File: config.mk
export PLATFORM = sky130hd
export DESIGN_NAME = pkt_hdr_parser
export DESIGN_NICKNAME = d
export VERILOG_FILES = /design/src/rtl/pkt_hdr_parser_pkg.sv /design/src/rtl/pkt_hdr_parser.sv
export SDC_FILE = /design/constraint.sdc
export NUM_CORES = 1
export LEC_CHECK = 0
export BUFFER_PORTS_ARGS = -buffer_cell sky130_fd_sc_hd__buf_4
export CELL_PAD_IN_SITES_DETAIL_PLACEMENT = 1
export CELL_PAD_IN_SITES_GLOBAL_PLACEMENT = 1
export CORE_MARGIN = 2
export CORE_UTILIZATION = 47
export DETAILED_ROUTE_END_ITERATION = 8
export GPL_TIMING_DRIVEN = 0
export PLACE_DENSITY = 0.77
export SYNTH_ARGS = -nofsm -noshare
export SYNTH_HDL_FRONTEND = slang
export SYNTH_SLANG_ARGS = --single-unit
File: constraint.sdc
create_clock -name clk -period 8.2 [get_ports clk]
set_input_delay 0.82 -clock clk [delete_from_list [all_inputs] [get_ports clk]]
set_output_delay 0.82 -clock clk [all_outputs]
set_load 0.05 [all_outputs]
File: src/rtl/pkt_hdr_parser_pkg.sv
// Shared types and constants for the receive-side packet header parser.
package pkt_hdr_parser_pkg;

    localparam int MEM_WIDTH  = 8;
    localparam int WORD_WIDTH = 16;
    localparam int HDR_BYTES  = 11;
    localparam int IDX_W      = 7;

    // Packet type codes carried in byte0[7:5]
    localparam logic [2:0] PKT_HB    = 3'b000;
    localparam logic [2:0] PKT_CHE   = 3'b001;
    localparam logic [2:0] PKT_TS    = 3'b100;
    localparam logic [2:0] PKT_DATA  = 3'b101;
    localparam logic [2:0] PKT_SOS   = 3'b110;
    localparam logic [2:0] PKT_NONE  = 3'b111;

    // Byte offsets of each header field (high byte first)
    localparam logic [IDX_W-1:0] OFF_TYPE = 7'd0;
    localparam logic [IDX_W-1:0] OFF_SRC  = 7'd1;
    localparam logic [IDX_W-1:0] OFF_DST  = 7'd3;
    localparam logic [IDX_W-1:0] OFF_HOPS = 7'd5;
    localparam logic [IDX_W-1:0] OFF_TS   = 7'd7;
    localparam logic [IDX_W-1:0] OFF_THR  = 7'd9;
    localparam logic [IDX_W-1:0] HDR_LAST = 7'(HDR_BYTES - 1);
    localparam logic [IDX_W-1:0] IDX_ONE  = 7'd1;

    typedef enum logic [2:0] {
        ST_IDLE    = 3'd0,
        ST_HDR     = 3'd1,
        ST_PAYLOAD = 3'd2,
        ST_EMIT    = 3'd3,
        ST_DROP    = 3'd4
    } state_t;

    typedef struct packed {
        logic [2:0]            ptype;
        logic [WORD_WIDTH-1:0] src;
        logic [WORD_WIDTH-1:0] dst;
        logic [WORD_WIDTH-1:0] hops;
        logic [WORD_WIDTH-1:0] ts;
        logic [WORD_WIDTH-1:0] thr;
    } hdr_t;

    localparam hdr_t HDR_RESET = '{ptype: PKT_NONE, default: '0};

endpackage

File: src/rtl/pkt_hdr_parser.sv
// Byte-serial header parser: captures header bytes into a shadow bank and
// commits them to the outputs with a one-cycle en_MNI strobe per good packet.
module pkt_hdr_parser
    import pkt_hdr_parser_pkg::*;
#(
    parameter int BYTE_W        = MEM_WIDTH,
    parameter int WORD_W        = WORD_WIDTH,
    parameter int MAX_PKT_BYTES = 64
) (
    input  logic              clk,
    input  logic              rst,
    input  logic              in_valid,
    input  logic [BYTE_W-1:0] in_data,
    input  logic              in_last,
    output logic              in_ready,
    output logic              en_MNI,
    output logic [2:0]        fPktType,
    output logic [WORD_W-1:0] sourceID,
    output logic [WORD_W-1:0] destinationID,
    output logic [WORD_W-1:0] hops,
    output logic [WORD_W-1:0] timeslot,
    output logic [WORD_W-1:0] e_threshold,
    output logic              err_short,
    output logic              err_long,
    output logic [15:0]       pkt_count
);

    // Index of the byte that overflows a legal packet (byte number MAX+1)
    localparam logic [IDX_W-1:0] MAX_IDX = IDX_W'(MAX_PKT_BYTES);

    state_t           state, next_state;
    logic [IDX_W-1:0] byte_idx;
    hdr_t             sh_q, sh_d, out_q;
    logic             accept, commit, short_d, long_d;

    assign accept   = in_valid & in_ready;
    // EMIT is the only state that stalls the stream
    assign in_ready = ~rst & (state != ST_EMIT);
    assign en_MNI   = (state == ST_EMIT);

    assign fPktType      = out_q.ptype;
    assign sourceID      = out_q.src;
    assign destinationID = out_q.dst;
    assign hops          = out_q.hops;
    assign timeslot      = out_q.ts;
    assign e_threshold   = out_q.thr;

    // State register
    always_ff @(posedge clk or posedge rst) begin
        if (rst) state <= ST_IDLE;
        else     state <= next_state;
    end

    // Next-state, commit and error decode
    always_comb begin
        next_state = state;
        commit     = 1'b0;
        short_d    = 1'b0;
        long_d     = 1'b0;
        case (state)
            ST_IDLE: if (accept) begin
                if (in_last) short_d = 1'b1;
                else         next_state = ST_HDR;
            end
            ST_HDR: if (accept) begin
                if (in_last) begin
                    if (byte_idx == HDR_LAST) begin
                        next_state = ST_EMIT;
                        commit     = 1'b1;
                    end else begin
                        next_state = ST_IDLE;
                        short_d    = 1'b1;
                    end
                end else if (byte_idx == HDR_LAST) begin
                    next_state = ST_PAYLOAD;
                end
            end
            ST_PAYLOAD: if (accept) begin
                if (byte_idx == MAX_IDX) begin
                    long_d     = 1'b1;
                    next_state = in_last ? ST_IDLE : ST_DROP;
                end else if (in_last) begin
                    next_state = ST_EMIT;
                    commit     = 1'b1;
                end
            end
            ST_DROP: if (accept && in_last) next_state = ST_IDLE;
            ST_EMIT: next_state = ST_IDLE;
            default: next_state = ST_IDLE;
        endcase
    end

    // Shadow bank with the byte being accepted this cycle merged in, so the
    // final header byte is visible to a commit on the same edge
    always_comb begin
        sh_d = sh_q;
        if (accept && (state == ST_IDLE || state == ST_HDR)) begin
            case (byte_idx)
                OFF_TYPE:            sh_d.ptype           = in_data[7:5];
                OFF_SRC:             sh_d.src[15:8]       = in_data;
                OFF_SRC + IDX_ONE:   sh_d.src[7:0]        = in_data;
                OFF_DST:             sh_d.dst[15:8]       = in_data;
                OFF_DST + IDX_ONE:   sh_d.dst[7:0]        = in_data;
                OFF_HOPS:            sh_d.hops[15:8]      = in_data;
                OFF_HOPS + IDX_ONE:  sh_d.hops[7:0]       = in_data;
                OFF_TS:              sh_d.ts[15:8]        = in_data;
                OFF_TS + IDX_ONE:    sh_d.ts[7:0]         = in_data;
                OFF_THR:             sh_d.thr[15:8]       = in_data;
                OFF_THR + IDX_ONE:   sh_d.thr[7:0]        = in_data;
                default:             sh_d = sh_q;
            endcase
        end
    end

    // Byte counter, shadow/output banks, error pulses and good-packet count
    always_ff @(posedge clk or posedge rst) begin
        if (rst) begin
            byte_idx  <= '0;
            sh_q      <= HDR_RESET;
            out_q     <= HDR_RESET;
            err_short <= 1'b0;
            err_long  <= 1'b0;
            pkt_count <= '0;
        end else begin
            sh_q      <= sh_d;
            err_short <= short_d;
            err_long  <= long_d;
            if (next_state == ST_IDLE)
                byte_idx <= '0;
            else if (accept && state != ST_DROP)
                byte_idx <= byte_idx + IDX_ONE;
            if (commit) begin
                out_q     <= sh_d;
                pkt_count <= pkt_count + 16'd1;
            end
        end
    end

endmodule

==> results of run 1 <==
==> registers in the layout, summed over array words and instances (netlist names), 3 cells and up <==
register,count
hops,16
byte_idx,7
state,3
fPktType,3
destinationID,16
e_threshold,16
timeslot,16
pkt_count,16
sourceID,16
sh_q,83
==> cells by family after synthesis <==
group                    Yosys count
AND/OR/NAND/NOR                   86
XOR/XNOR                          21
flip-flops                       194
AO/OA/AOI/OAI                     14
buffers and inverters             32
adder cells (fa/ha/maj)            5
multiplexers                     166
==> Yosys cell counts (3+ instances only) <==
| master | count |
|---|---|
| xnor2_1 | 8 |
| ha_1 | 5 |
| dfstp_2 | 6 |
| dfrtp_1 | 188 |
| clkbuf_1 | 14 |
| nand3_1 | 8 |
| nand2b_1 | 3 |
| inv_1 | 7 |
| nor3_1 | 9 |
| buf_2 | 11 |
| nand2_2 | 7 |
| xor2_1 | 13 |
| a21oi_1 | 4 |
| mux2_2 | 166 |
| nor2_1 | 19 |
| nand4_1 | 10 |
| nand2_1 | 14 |
| o211ai_1 | 3 |
==> layer usage <==
metal	global-route usage (%)	vias up
met4	7.91	0
met5	0	-
met1	25.9	2431
li1	-	2070
met2	38.8	83
met3	5.00	18
==> worst min path at each step <==
stage | to | cells past startpoint
2_1_floorplan | sh_q[10] | 1
4_1_cts | pkt_count[5] | 1
3_5_place_dp | pkt_count[5] | 1
3_3_place_gp | pkt_count[15] | 1
6_report | err_short | 2
5_1_grt | pkt_count[15] | 1
==> critical path, cell delays in order, from the launching register on <==
cell,delay (ns)
dfrtp_1,0.46
inv_1,0.11
ha_1,0.29
and3b_1,0.25
nand4_1,0.13
a21oi_1,0.97
clkbuf_1,0.48
mux2_2,0.39
==> power groups by stage <==
stage          Combinational [mW]  Clock [mW]  Sequential, mW
2_1_floorplan              0.0858           0            1.05
3_3_place_gp                0.134           0            1.04
3_5_place_dp                0.144           0            1.04
4_1_cts                     0.145       0.792            1.02
5_1_grt                     0.157       0.830            1.03
6_report                    0.143       0.775            1.02
==> final cells by class <==
type | count | area share, %
buffer | 25 | 1.15
clock buffer | 21 | 4.91
clock inverter | 11 | 0.947
inverter | 7 | 0.360
multi-input combinational | 292 | 28.9
sequential | 194 | 51.8
tap | 216 | 2.88
timing repair buffer | 110 | 9.02
==> stage by stage <==
stage / hold WS [ns] / std cells / setup slack, ns
finish: 0.484 / 876 / 5.01
global route: 0.505 / 876 / 4.79
CTS: 0.489 / 876 / 4.97
detailed placement: 0.477 / 844 / 4.95
global placement: 0.457 / 843 / 0.259
floorplan: 0.467 / 518 / 2.11
==> flow_summary.json, run 1 <==
{
  "p_int_mw": 1.49,
  "synth.top_cell.area_share_pct": 61.0,
  "nets": 664,
  "ff_latch_area_mm2": 0.00486,
  "ys_warn_count": 0,
  "drc_errors": 0,
  "met2WireLength_mm": 9.46,
  "synth_area_per_cell_um2": 14.9,
  "final_area_mm2": 0.00938,
  "cts_made_buffers": 17,
  "multi_input_area_mm2": 0.00271,
  "overflow": 0,
  "clk_latency_ns": 0.43,
  "cts_resized": 0,
  "reg2reg_to": "destinationID[0]",
  "top_layer": "met4",
  "end_kind": "register",
  "endpoint": "destinationID[0]",
  "placed_cell_area_mm2": 0.00883,
  "synthFlopType": "dfrtp_1",
  "postCtsSetupRepairBufs": 0,
  "nFillCells": 1574,
  "antenna_left": 0,
  "die_w_um": 132,
  "dp_hpwl_mm": 11.9,
  "ys_ff_latch": 194,
  "total_power_mw": 1.94,
  "worstSetupStartpoint": "byte_idx[0]",
  "yosys.area_share.xor_xnor_pct": 2.39,
  "cts_hold_buf": 0,
  "critPathMaxFanout": 10,
  "setup_viol": 0,
  "grt_max_degree": 102,
  "finalCriticalPeriod_ns": 3.19,
  "syn_nets": 535,
  "avgViaCountPerCell": 5.25,
  "wl_per_cell_um": 20.4,
  "cp.required_ns": 8.51,
  "tightestPinTransition_ns": 1.23,
  "rows": 46,
  "synth_fa_ha_area_share_pct": 0.812,
  "synth_area_leader_cell": "dfrtp_1",
  "slew_headroom_pct": 18.2,
  "r2r-start": "byte_idx[0]",
  "die_h_um": 132,
  "worstSetupPathType": "reg2reg",
  "synth.yosys.seq_area_share_pct": 63.1,
  "m1WireLength_mm": 7.44,
  "synth.top_cells.by_area": "dfrtp_1 61%, mux2_2 24%, dfstp_2 2.0%, xor2_1 1.5%, nor2_1 0.93%",
  "synth_top_family_by_area": "multiplexers",
  "detail_route.first_pass.iterations": 4,
  "swShare_pct": 23.3,
  "ys_types": 36,
  "post-route-util_pct": 58.8,
  "skew_ns": 0.00932,
  "grt_use_total_pct": 21.8,
  "peakVddDrop_uv": 140,
  "diodes": 0,
  "p_switching_mw": 0.452,
  "num_vias": 4602,
  "drt_iter0_drc": 211,
  "p_per_area_mw_per_mm2": 207,
  "syn_inst": 518,
  "drv_slew": 0,
  "antenna_found_initial": 0,
  "cts.sinks": 194,
  "p_leak_nw": 4.83,
  "grt_pass1_vias": 5313,
  "start_util_pct": 48.3,
  "regToRegSetupSlack_ns": 5.01,
  "p_seq_share_pct": 52.7,
  "status": "completed",
  "grt_pass1_wl_mm": 29.1,
  "hp-class": "in2async",
  "wl_mm": 17.9,
  "p_clk_share_pct": 40.0,
  "r2r_cells": 7,
  "cts_max_level": 4,
  "synth_edf_count": 0,
  "finalCritPeriodShare_pct": 38.9,
  "core-area_mm2": 0.0159,
  "dieArea_mm2": 0.0174,
  "io_pins": 115,
  "drive_gt1_share_pct": 50.8,
  "synth_area_mm2": 0.00771,
  "setup_tns_ns": 0,
  "synth_compound_area_share_pct": 1.25,
  "path_clk_slew_ns": 0.06,
  "p_comb_share_pct": 7.4,
  "fmax_mhz": 314,
  "clock_tree.root_cell": "clkbuf_16",
  "yosys.area_share.simple_pct": 6.48,
  "final_cell_mix": "188 x dfrtp_1, 166 x mux2_2, 109 x buf_4",
  "hold_viol_final": 0,
  "route.met3.wl_um": 635,
  "place_congestion": 0.809,
  "synth_mux_area_share_pct": 24.3,
  "layout_commonest_cell": "dfrtp_1",
  "maxCapViolations": 0,
  "worst_setup_path_start_kind": "register",
  "cts_max_path_buffers": 2,
  "portBuffers": 109,
  "cts_tree": "built",
  "syn2layout_area_growth_pct": 21.7,
  "async_reset_ff_share_pct": 100,
  "arrival_ns": 3.50,
  "rsz0062_at_grt": "no"
}
Power figures use the tool's default switching activity.
==> inputs of run 2 (changes only) <==
--- a/config.mk
+++ b/config.mk
@@ -5,11 +5,12 @@
 export SDC_FILE = /design/constraint.sdc
 export NUM_CORES = 1
 export LEC_CHECK = 0
+export ABC_AREA = 1
 export BUFFER_PORTS_ARGS = -buffer_cell sky130_fd_sc_hd__buf_4
 export CELL_PAD_IN_SITES_DETAIL_PLACEMENT = 1
 export CELL_PAD_IN_SITES_GLOBAL_PLACEMENT = 1
 export CORE_MARGIN = 2
-export CORE_UTILIZATION = 47
+export CORE_UTILIZATION = 43
 export DETAILED_ROUTE_END_ITERATION = 8
 export GPL_TIMING_DRIVEN = 0
 export PLACE_DENSITY = 0.77
==> constraint.sdc (replaced) <==
create_clock -name clk -period 3.35 [get_ports clk]
set_input_delay 0.335 -clock clk [delete_from_list [all_inputs] [get_ports clk]]
set_output_delay 0.335 -clock clk [all_outputs]
set_load 0.05 [all_outputs]
==> flow_summary.json, run 2 <==
{
  "worstSetupPathType": "in2reg",
  "max_stage_delay_ns": 0.52,
  "nets": 1040,
  "synth_area_mm2": 0.00801,
  "cts_tree": "built",
  "synth_area_leader_cell": "dfrtp_1",
  "ys_ff_latch": 194,
  "tightestPinTransition_ns": 0.665,
  "finalCritPeriodShare_pct": 78.7,
  "setup_tns_ns": 0,
  "portBuffers": 114,
  "diodes": 0,
  "avgViaCountPerCell": 5.02,
  "postCtsSetupRepairBufs": 0,
  "grt_pass1_vias": 6668,
  "synth_edf_count": 0,
  "dieArea_mm2": 0.0197,
  "regToRegSetupSlack_ns": 1.01,
  "place_congestion": 0.796,
  "worst_setup_path_start_kind": "input pin",
  "slew_headroom_pct": 55.6,
  "dp_hpwl_mm": 15.5,
  "antenna_left": 0,
  "violations": "hold timing",
  "grt_pass1_wl_mm": 36.6,
  "yosysMostFrequentCell": "nand2_1",
  "crit_chain": "buf_4 -> clkinvlp_4 -> buf_12 -> buf_12 -> nand3_2 -> inv_2 -> nand2_4 -> nor3_4 -> nand2_2 -> nand2_1 -> nand2_1 -> nand2_1 -> nand2_1",
  "finalCriticalPeriod_ns": 2.64,
  "drv_slew": 0,
  "ys_types": 31,
  "drive_gt1_share_pct": 23.0,
  "cts_made_buffers": 17,
  "hp-class": "in2async",
  "async_reset_ff_share_pct": 100,
  "antenna_found_initial": 0,
  "die_w_um": 140,
  "path_clk_slew_ns": 0.07,
  "clock_tree.root_cell": "clkbuf_16",
  "peakVddDrop_uv": 438,
  "detail_route.first_pass.iterations": 4,
  "synthTopCellsByCount": "393 x nand2_1, 188 x dfrtp_1, 60 x inv_1, 59 x o21ai_0, 29 x nand3_1",
  "end_kind": "register",
  "status": "complete, but fails checks",
  "io_pins": 115,
  "ys_warn_count": 0,
  "synth_area_per_cell_um2": 9.05,
  "syn2layout_area_growth_pct": 25.4,
  "hold-worst-slack_ns": -0.0101,
  "cp.required_ns": 3.68,
  "drt_iter0_drc": 297,
  "rows": 49,
  "cts_resized": 0,
  "drc_errors": 0,
  "clk_latency_ns": 0.44,
  "skew_ns": 0.00719,
  "overflow": 0,
  "grt_max_degree": 43,
  "wl_mm": 22.3,
  "cts_max_path_buffers": 2,
  "rsz0062_at_grt": "no",
  "cts.sinks": 194,
  "layout_commonest_cell": "nand2_1",
  "top_register": "sh_q",
  "arrival_ns": 2.96,
  "start_util_pct": 44.1,
  "synth.top_cells.by_area": "dfrtp_1 59%, nand2_1 18%, o21ai_0 3.7%, inv_1 2.8%, dfstp_2 2.0%",
  "largest_register_ffs": 83,
  "setup_viol": 0,
  "critPathMaxFanout": 33,
  "cts_max_level": 4,
  "die_h_um": 140,
  "synthFlopType": "dfrtp_1",
  "grt_use_total_pct": 23.9,
  "p_per_area_mw_per_mm2": 456,
  "r2r-start": "byte_idx[0]",
  "syn_inst": 885,
  "hold_viol_final": 5,
  "fmax_mhz": 379,
  "num_vias": 6339,
  "wl_per_cell_um": 17.6,
  "core-area_mm2": 0.0181,
  "synth.yosys.seq_area_share_pct": 60.7,
  "worstSetupStartpoint": "rst",
  "cts_hold_buf": 0,
  "cp_slowest_cell": "nor3_4",
  "syn_nets": 902,
  "maxCapViolations": 0,
  "cp_common_cell": "nand2_1",
  "synth.top_cell.area_share_pct": 58.7,
  "p_leak_nw": 5.43,
  "final_cell_mix": "382 x nand2_1, 188 x dfrtp_1, 117 x buf_4"
}
run 2: cell types whose count changed after synthesis, moves of 21 or more:
cell | previous run | this run
nand2_1 | 14 | 393
nand3_1 | 8 | 29
inv_1 | 7 | 60
o21ai_0 | 1 | 59
o21ai_1 | 0 | 25
mux2_2 | 166 | 0
run 2: cell type report:
| cell class | instances | area (um^2) |
|---|---|---|
| fillers | 2099 | 8100 |
| clock buffers | 17 | 425 |
| clock inverters | 14 | 130 |
| inverters | 63 | 240 |
| plain buffers | 32 | 283 |
| multi-input cells | 596 | 2860 |
| repair buffers | 119 | 956 |
| flip-flops and latches | 194 | 4860 |
| well taps | 229 | 287 |
run 2: worst paths after layout:
| check | cells after the start | to |
|---|---|---|
| max | 13 | hops[3] |
| min | 2 | state[2] |
| max reg2reg | 12 | timeslot[14] |
| min reg2reg | 2 | fPktType[2] |
| max in group asynchronous | 5 | sh_q[82] |
| min in group clk | 3 | sh_q[76] |
run 2: kinds of logic (layout without fill, tap and decap cells):
logic type / after synthesis / count (layout) / share of synthesized area [%]
compound gates: 91 / 91 / 5.83
buf+inv: 95 / 245 / 5.69
simple gates: 484 / 484 / 25.2
flops: 194 / 194 / 60.7
fa+ha+maj: 5 / 5 / 0.781
xor+xnor: 16 / 16 / 1.84
run 2: stage by stage:
| step | utilization, % | setup WS [ns] | instance area (um^2) | total power [mW] | cells |
|---|---|---|---|---|---|
| 6_report | 55.4 | 0.713 | 10000 | 4.58 | 1264 |
| 3_3_place_gp | 51.7 | -3.50 | 9390 | 2.64 | 1228 |
| 3_5_place_dp | 52.3 | 0.232 | 9490 | 2.66 | 1233 |
| 4_1_cts | 55.4 | 0.633 | 10000 | 4.62 | 1264 |
| 5_1_grt | 55.4 | 0.433 | 10000 | 4.75 | 1264 |
| 2_1_floorplan | - | -1.36 | 8250 | 2.57 | 885 |
run 2: power by group:
| group | internal, mW | switching (mW) | total (mW) |
|---|---|---|---|
| clock network | 1.03 | 0.937 | 1.97 |
| logic | 0.0592 | 0.153 | 0.212 |
| registers | 2.39 | 0.0136 | 2.40 |
run 2: worst max-delay path, delay by kind of cell:
family / cells / cell delay (ns)
AND/OR/NAND/NOR: 8 / 1.40
buffers and inverters: 5 / 1.21
run 2: metal layers:
metal  global-route usage [%]  vias to the layer above  part of all wire, %
met5                        0                        -                    0
li1                         -                     3026                    -
met4                     6.05                        0                  1.4
met3                     4.00                       23                  4.0
met2                     39.0                      127                   49
met1                     33.7                     3163                   46
